### src/rtl/mul_approx_if.sv
// mul_approx_if: operand/result handshake bundle for mul_approx_pipe.
//   slave  : the multiplier (consumes operands, produces results)
//   master : operand source + result consumer
//   in_valid/in_ready/in_a/in_b/approx_k : operand beat
//   out_valid/out_ready/out_prod/out_err : result beat
interface mul_approx_if #(
  parameter int WIDTH     = 8,
  parameter int TRUNC_MAX = 8
);
  localparam int KW = $clog2(TRUNC_MAX + 1);

  logic               in_valid;
  logic               in_ready;
  logic [WIDTH-1:0]   in_a;
  logic [WIDTH-1:0]   in_b;
  logic [KW-1:0]      approx_k;
  logic               out_valid;
  logic               out_ready;
  logic [2*WIDTH-1:0] out_prod;
  logic [2*WIDTH-1:0] out_err;

  modport master (
    output in_valid, in_a, in_b, approx_k, out_ready,
    input  in_ready, out_valid, out_prod, out_err
  );

  modport slave (
    input  in_valid, in_a, in_b, approx_k, out_ready,
    output in_ready, out_valid, out_prod, out_err
  );
endinterface

### src/rtl/mul_approx_pipe.sv
// mul_approx_pipe: pipelined unsigned approximate multiplier with per-beat
// truncation level K. Partial-product columns below K are dropped and
// 2^(K-1) is added back; the exact product is computed alongside so each
// result carries |approx - exact|.
//   clk, rst     : clock, async active-high reset
//   bus (slave)  : operand beat in, result beat out (valid/ready both sides)
//   clear_stats  : synchronous clear of txn_cnt/err_max (beats a handshake)
//   txn_cnt      : completed output handshakes, wraps
//   err_max      : largest out_err since reset/clear
module mul_approx_pipe #(
  parameter int WIDTH     = 8,
  parameter int STAGES    = 2,
  parameter int TRUNC_MAX = 8
) (
  input  logic                 clk,
  input  logic                 rst,
  mul_approx_if.slave          bus,
  input  logic                 clear_stats,
  output logic [31:0]          txn_cnt,
  output logic [2*WIDTH-1:0]   err_max
);
  localparam int KW = $clog2(TRUNC_MAX + 1);
  localparam int PW = 2 * WIDTH;

  // ---------------- arithmetic (evaluated on the incoming beat) -------------
  logic [KW-1:0] k_eff;
  logic [PW-1:0] exact_p, trunc_p, approx_p, err_p;

  always_comb begin
    k_eff = (bus.approx_k > KW'(TRUNC_MAX)) ? KW'(TRUNC_MAX) : bus.approx_k;
    exact_p = PW'(bus.in_a) * PW'(bus.in_b);
    trunc_p = '0;
    for (int i = 0; i < WIDTH; i++)
      for (int j = 0; j < WIDTH; j++)
        if ((i + j) >= int'(k_eff) && bus.in_a[i] && bus.in_b[j])
          trunc_p = trunc_p + (PW'(1) << (i + j));
    approx_p = trunc_p + ((k_eff != '0) ? (PW'(1) << (k_eff - KW'(1))) : '0);
    // zero operand forces zero, compensation included
    if (bus.in_a == '0 || bus.in_b == '0) approx_p = '0;
    err_p = (approx_p >= exact_p) ? (approx_p - exact_p) : (exact_p - approx_p);
  end

  // ---------------- pipeline -------------------------------------------------
  logic [STAGES-1:0]         vld_pipe;
  logic [STAGES-1:0][PW-1:0] prod_q, err_q;
  logic [STAGES-1:0]         src_vld;
  logic [STAGES-1:0][PW-1:0] src_prod, src_err;
  logic [STAGES-1:0]         load;
  logic                      load_acc;

  // A stage loads when it or any stage downstream has a hole, or the
  // consumer is taking the output this cycle.
  always_comb begin
    load     = '0;
    load_acc = bus.out_ready;
    for (int s = STAGES - 1; s >= 0; s--) begin
      load_acc = load_acc || !vld_pipe[s];
      load[s]  = load_acc;
    end
  end

  always_comb begin
    src_vld     = '0;
    src_prod    = '0;
    src_err     = '0;
    src_vld[0]  = bus.in_valid;
    src_prod[0] = approx_p;
    src_err[0]  = err_p;
    for (int s = 1; s < STAGES; s++) begin
      src_vld[s]  = vld_pipe[s-1];
      src_prod[s] = prod_q[s-1];
      src_err[s]  = err_q[s-1];
    end
  end

  always_ff @(posedge clk or posedge rst) begin
    if (rst) begin
      vld_pipe <= '0;
      prod_q   <= '0;
      err_q    <= '0;
    end else begin
      for (int s = 0; s < STAGES; s++) begin
        if (load[s]) begin
          vld_pipe[s] <= src_vld[s];
          // bubbles don't overwrite data, keeps outputs quiet
          if (src_vld[s]) begin
            prod_q[s] <= src_prod[s];
            err_q[s]  <= src_err[s];
          end
        end
      end
    end
  end

  assign bus.in_ready  = !rst && load[0];
  assign bus.out_valid = vld_pipe[STAGES-1];
  assign bus.out_prod  = prod_q[STAGES-1];
  assign bus.out_err   = err_q[STAGES-1];

  // ---------------- stats ----------------------------------------------------
  logic hs;
  assign hs = bus.out_valid && bus.out_ready;

  always_ff @(posedge clk or posedge rst) begin
    if (rst) begin
      txn_cnt <= '0;
      err_max <= '0;
    end else if (clear_stats) begin
      txn_cnt <= '0;
      err_max <= '0;
    end else if (hs) begin
      txn_cnt <= txn_cnt + 32'd1;
      if (bus.out_err > err_max) err_max <= bus.out_err;
    end
  end
endmodule

### src/flat_wrapper.sv
// flat-port wrapper written by rule: the top's interface ports become plain ports
module mul_approx_pipe_flat 
#(
  parameter int WIDTH     = 8,
  parameter int STAGES    = 2,
  parameter int TRUNC_MAX = 8
)
  (clk, rst, clear_stats, txn_cnt, err_max, bus_in_valid, bus_in_a, bus_in_b, bus_approx_k, bus_out_ready, bus_in_ready, bus_out_valid, bus_out_prod, bus_out_err);
  mul_approx_if #(.WIDTH(WIDTH), .TRUNC_MAX(TRUNC_MAX)) bus_i ();
  input  logic clk;
  input  logic rst;
  input  logic clear_stats;
  output logic [31:0] txn_cnt;
  output logic [2*WIDTH-1:0] err_max;
  input wire logic [$bits(bus_i.in_valid)-1:0] bus_in_valid;
  input wire logic [$bits(bus_i.in_a)-1:0] bus_in_a;
  input wire logic [$bits(bus_i.in_b)-1:0] bus_in_b;
  input wire logic [$bits(bus_i.approx_k)-1:0] bus_approx_k;
  input wire logic [$bits(bus_i.out_ready)-1:0] bus_out_ready;
  output wire logic [$bits(bus_i.in_ready)-1:0] bus_in_ready;
  output wire logic [$bits(bus_i.out_valid)-1:0] bus_out_valid;
  output wire logic [$bits(bus_i.out_prod)-1:0] bus_out_prod;
  output wire logic [$bits(bus_i.out_err)-1:0] bus_out_err;
  assign bus_i.in_valid = bus_in_valid;
  assign bus_i.in_a = bus_in_a;
  assign bus_i.in_b = bus_in_b;
  assign bus_i.approx_k = bus_approx_k;
  assign bus_i.out_ready = bus_out_ready;
  assign bus_in_ready = bus_i.in_ready;
  assign bus_out_valid = bus_i.out_valid;
  assign bus_out_prod = bus_i.out_prod;
  assign bus_out_err = bus_i.out_err;
  mul_approx_pipe #(.WIDTH(WIDTH), .STAGES(STAGES), .TRUNC_MAX(TRUNC_MAX)) u_core (.clk(clk), .rst(rst), .bus(bus_i), .clear_stats(clear_stats), .txn_cnt(txn_cnt), .err_max(err_max));
endmodule
### config.mk
export PLATFORM = sky130hd
export DESIGN_NAME = mul_approx_pipe_flat
export DESIGN_NICKNAME = d
export VERILOG_FILES = /design/src/rtl/mul_approx_if.sv /design/src/rtl/mul_approx_pipe.sv /design/src/flat_wrapper.sv
export SDC_FILE = /design/constraint.sdc
export NUM_CORES = 1
export LEC_CHECK = 0
export CORE_ASPECT_RATIO = 0.5
export CORE_MARGIN = 1.5
export CORE_UTILIZATION = 45
export DETAILED_ROUTE_END_ITERATION = 10
export DONT_BUFFER_PORTS = 1
export GPL_TIMING_DRIVEN = 0
export PLACE_DENSITY = 0.6
export SLEW_MARGIN = 20
export SYNTH_ARGS = -nofsm -noshare
export SYNTH_HDL_FRONTEND = slang
export SYNTH_SLANG_ARGS = --single-unit
### constraint.sdc
create_clock -name clk -period 3.7 [get_ports clk]
set_input_delay 0.37 -clock clk [delete_from_list [all_inputs] [get_ports clk]]
set_output_delay 0.37 -clock clk [all_outputs]
set_load 0.005 [all_outputs]
======== Word level (Yosys, flattened, before mapping) ========
Cells that the tools add are included.
operators by class
  add/sub/neg operators ................... 68
  multiply operators ...................... 1
  order comparisons ....................... 18
  shifts and indexed selects .............. 1
  multiplexer cells ....................... 73
  reduce and logical (&&, ||, !) cells .... 144
operators with widths
  cell                    number
  $mux 16                 69
  $logic_and 1x1->1       130
  $add 16x8->16 const B   8
  $add 16x7->16 const B   7
  $add 16x9->16 const B   7
  $add 16x10->16 const B  6
  $add 16x6->16 const B   6
  $add 16x11->16 const B  5
  $add 16x5->16 const B   5
  $add 16x12->16 const B  4
  $add 16x4->16 const B   4
  $mux 32                 2
  $add 16x13->16 const B  3
  $add 16x3->16 const B   3
  $add 16x14->16 const B  2
  $add 32x1->32 const B   1
  $sub 16x16->16          2
  $ge 4x4->1 const A      7
  $add 16x15->16 const B  1
  $add 16x16->16          1
  $add 16x2->16 const B   1
  $ge 16x16->1            1
  $ge 3x4->1 const A      4
  $gt 16x16->1            1
  other kinds (15)        25
word-level totals
  bits in registers ....................... 114
  input bits .............................. 25
  output and inout bits ................... 82

======== Logic depth before layout (Yosys ltp) ========
  depth in word-level cells ............... 136
  gate-level depth with buffers ........... 127

======== Worst setup path after synthesis ========
Ideal clock, no wire load.
  path kind ............................... input to register
  start ................................... in bus_approx_k[2]
  end ..................................... reg u_core.err_q[3] (netlist bit)
  setup time .............................. 0.133 ns
  arrival time ............................ 25.648 ns
  data required time ...................... 3.567 ns
  path slack .............................. -22.081 ns
  stages on the path ...................... 119
  path buffers ............................ 6
  path through ............................ buf_6 a211oi_1 and2_1 ha_1 nand3_1 or2_2 a21boi_0 inv_1 ha_1 inv_1 nor3_2 xnor3_1 ha_1 and2_1 xnor3_1 and3_1 nor2_1 ha_1 [83 not listed] xnor2_1 xnor2_1 xnor2_1 xnor2_1 xnor2_1 xnor2_1 xnor2_1 xnor2_1 xnor2_1 xnor2_1 nor3_1 ha_1 a21oi_1 clkbuf_1 buf_1 mux2i_1 xor2_1 o21ai_0
on the way
  longest elaborated chain between the ends .. 136
  elaborated cells on any way between the ends .. 282
  those cells by class .................... 67 x add/sub; 17 x order compare; 1 x shift; 68 x mux; 129 x reduce/logical
RTL lines
  what                             line                   RTL
  start: declaration               flat_wrapper.sv:18     input wire logic [$bits(bus_i.approx_k)-1:0] bus_approx_k;
  $gt 4x4->1                       mul_approx_pipe.sv:30  k_eff = (bus.approx_k > KW'(TRUNC_MAX)) ? KW'(TRUNC_MAX) : bus.approx_k;
  $mux 4 *                         mul_approx_pipe.sv:30
  $ge 1x4->1                       mul_approx_pipe.sv:35  if ((i + j) >= int'(k_eff) && bus.in_a[i] && bus.in_b[j])
  $logic_and 1x1->1 (2 in series)  mul_approx_pipe.sv:35
  $mux 1                           mul_approx_pipe.sv:35
  $add 1x2->3                      mul_approx_pipe.sv:36  trunc_p = trunc_p + (PW'(1) << (i + j));
  $mux 16                          mul_approx_pipe.sv:35
  $add 16x3->16                    mul_approx_pipe.sv:36
  [120 not listed]                 n/a
  $mux 16                          mul_approx_pipe.sv:35
  $add 16x15->16                   mul_approx_pipe.sv:36
  $mux 16                          mul_approx_pipe.sv:35
  $add 16x16->16 *                 mul_approx_pipe.sv:37  approx_p = trunc_p + ((k_eff != '0) ? (PW'(1) << (k_eff - KW'(1))) : '0);
  $mux 16 *                        mul_approx_pipe.sv:39  if (bus.in_a == '0 || bus.in_b == '0) approx_p = '0;
  net u_core.approx_p[15]          mul_approx_pipe.sv:27  logic [PW-1:0] exact_p, trunc_p, approx_p, err_p;
  $ge 16x16->1 *                   mul_approx_pipe.sv:40  err_p = (approx_p >= exact_p) ? (approx_p - exact_p) : (exact_p - approx_p);
  $mux 16 *                        mul_approx_pipe.sv:40
  end signal: indexed assignment   mul_approx_pipe.sv:88  err_q[s] <= src_err[s];
  end: declaration                 mul_approx_pipe.sv:45  logic [STAGES-1:0][PW-1:0] prod_q, err_q;
Mark *: on every way through the listed nets, which the timed path passes. The rest lies on a longest branch.
A chain may end at the register's enable or synchronous reset.

======== Worst setup path after layout ========
  start ................................... in bus_approx_k[2]
  end ..................................... reg u_core.err_q[10] (netlist bit)
The elaborated chain is that of the path after synthesis.

==> flow_summary.yaml <==
setup_path:
  r2r-end: "u_core.err_max[4]"
  critPathKind: "in -> reg"
  worst_ep_arrival_time_ps: 23390
  r2r_start: "u_core.err_max[1]"
  critPathSlowestCell: "or4_4"
  max_stage_delay_ps: 600
  cp-start-kind: "primary input"
  endpoint_kind: "register"
  reg2regPathDepth: 16
  crit_required_ps: 3970
  r2r_setup_slack_ps: 470
  critical_path.max_fanout: 5
  cpMostUsedCell: "ha_4"
logic_synthesis:
  synthCells: 2658
  postSynthAreaPerCell_um2: 8.02
  async_flop_share_pct: 100
  synth-edff-count: 0
  syn_area_um2: 21300
  synth-seq-cells: 114
  yosys_warnings: 0
  seq_area_frac_synth_pct: 13.4
  synth.distinct_cells: 133
  ys.flop_type: "dfrtp_1"
finish:
  fillers: 4263
  final_util_pct: 56.5
  final_common_cell: "nand2_1"
  ff_latch_area_um2: 2850
  nets: 3092
  multi_input_area_um2: 19100
  final_cell_mix: "253 x nand2_1, 197 x nor2_1, 184 x buf_4"
  syn2layout_area_growth_pct: 23.9
  layout-drive-gt1-share_pct: 24.2
  final_cells: 3526
  final_area_um2: 26400
floorplanning:
  die_w_um: 311
  initial_core_util_pct: 45.6
  pin_count: 107
  core-area_um2: 46800
  die_h_um: 157
  rows: 56
  die_area_um2: 48800
placement:
  place.port_buffers: 0
  pre_cts_slack_ps: -22550
  dp_hpwl_um: 45300
  dpl_cell_area_um2: 22900
  dp.cells: 3304
  place_congestion: 0.882
timing:
  rsz0062_at_grt: "true"
  tns_ps: -420390
  timing.final.ws_setup_ps: -19420
  fin_crit_ps: 23120
  slew_headroom_pct: 23.7
  max_freq_mhz: 43.2
  hold_slack_ps: 101
  finalSetupViolCount: 28
  drv_slew: 0
  timing.final.crit_share_pct: 625
  fin_worst_skew_ps: 7.20
  worst_pin_slew_ps: 1140
  finalHoldViolCount: 0
clocking:
  root_buffer: "clkbuf_16"
  insertion_delay_ps: 400
  clock_sinks: 114
  cts_tree: "built"
  clk_pin_slew_ps: 50
  numCtsBuffers: 17
  htree_levels: 4
  cts_buffer_depth: 2
detailed_routing:
  wl_per_cell_um: 16.8
  drt-initial-drc-count: 1331
  vias_per_cell: 5.62
  vias: 19800
  drt_pass1_iterations: 8
  wl_um: 59100
  route.detailed.drc: 0
  drt.antenna.violating_nets: 0
power_and_ir_drop:
  p_per_area_nw_per_um2: 1130
  vdd_drop_max_mv: 1.99
  total_power_mw: 29.9
  p_leak_nw: 11.6
global_route:
  grt_max_degree: 59
  grt_first_pass_wirelength_um: 95000
  track_usage_pct: 23.5
  antenna_found_initial: 2
  grt_pass1_vias: 18400
  overflow: 0
status:
  violations: "negative setup slack"
  outcome: "finished with violations"
hold_path:
  hold_depth: 1
  hold_path_class: "in -> reg"
  holdPathEnd: "u_core.vld_pipe[0]"
  min_from: "bus_in_valid"
run:
  drv_cap: 0
[final cells by class]
class | instances | share of cell area, %
plain buffers | 123 | 2.60
inverters | 190 | 2.74
diodes | 1 | 0.00947
flip-flops and latches | 114 | 10.8
repair buffers | 193 | 6.28
multi-input cells | 2235 | 72.1
clock inverters | 9 | 0.568
clock buffers | 23 | 1.88
well taps | 638 | 3.02
[how the worst max path moves through the flow]
| stage | from | endpoint | slack [ps] | depth (start not counted) |
|---|---|---|---|---|
| finish | bus_approx_k[2] | u_core.err_q[10] | -19420 | 119 |
| global route | bus_approx_k[2] | u_core.err_q[10] | -20400 | 121 |
| CTS | bus_approx_k[2] | u_core.err_q[10] | -19380 | 117 |
| detailed placement | bus_in_b[1] | u_core.err_q[10] | -22550 | 107 |
| global placement | bus_in_b[1] | u_core.err_q[10] | -22450 | 107 |
| floorplan | bus_approx_k[2] | u_core.err_q[10] | -19060 | 122 |
[layer usage]
layer	share of wire [%]	track usage (%)
met1	49	33.7
met3	4.2	2.19
met5	0	0
met4	1.4	4.32
met2	45	38.7
[sequential cells by signal, indices dropped and copies added, names as in the netlist]
| signal | count |
|---|---|
| u_core.bus.out_err | 16 |
| u_core.prod_q | 16 |
| u_core.err_q | 16 |
| u_core.bus.out_prod | 16 |
| u_core.err_max | 16 |
| u_core.vld_pipe | 2 |
| u_core.txn_cnt | 32 |
[power breakdown]
group          switching (mW)  internal, mW
Combinational            12.5          13.6
Clock                   0.542          1.21
Sequential              0.299          1.69
Total                    13.4          16.5
[repair_timing]
action                                  CTS  global route
setup buffers                           130            72
endpoints found under the setup margin   28            28
hold buffers                              1             0
cloned                                    1             1
resized for setup                       179            88
endpoints found under the hold margin    56             0
pin swaps                               114            95
[synthesized netlist by cell type (all sizes together) (79+ instances only)]
master	instances	share of area, %
nor3	80	2.1
o21ai	126	3.0
nor2	214	3.8
nand3	112	2.7
dfrtp	114	13
a21oi	121	2.9
inv	188	3.3
ha	154	9.0
xnor2	184	9.1
and2	79	2.3
nand2	274	4.8
xor2	100	4.5
[cells by family (layout without fill, tap and decap cells)]
kind of cell	count (synthesis)	in the layout	share of synthesized area [%]
simple gates	1052	1052	25.5
buf+inv	316	538	6.46
other cells	1	8	0.0176
xor+xnor	326	327	18.1
fa+ha+maj	196	196	12.8
mux	121	121	6.50
flops	114	114	13.4
compound gates	532	532	17.2
[critical path, delay by kind of cell]
| kind | cells | cell delay [ps] |
|---|---|---|
| xor+xnor | 37 | 8320 |
| simple gates | 32 | 5560 |
| fa+ha+maj | 19 | 3900 |
| compound gates | 16 | 3380 |
| buf+inv | 11 | 940 |
| mux | 4 | 800 |
(Power assumes the default switching activity.)
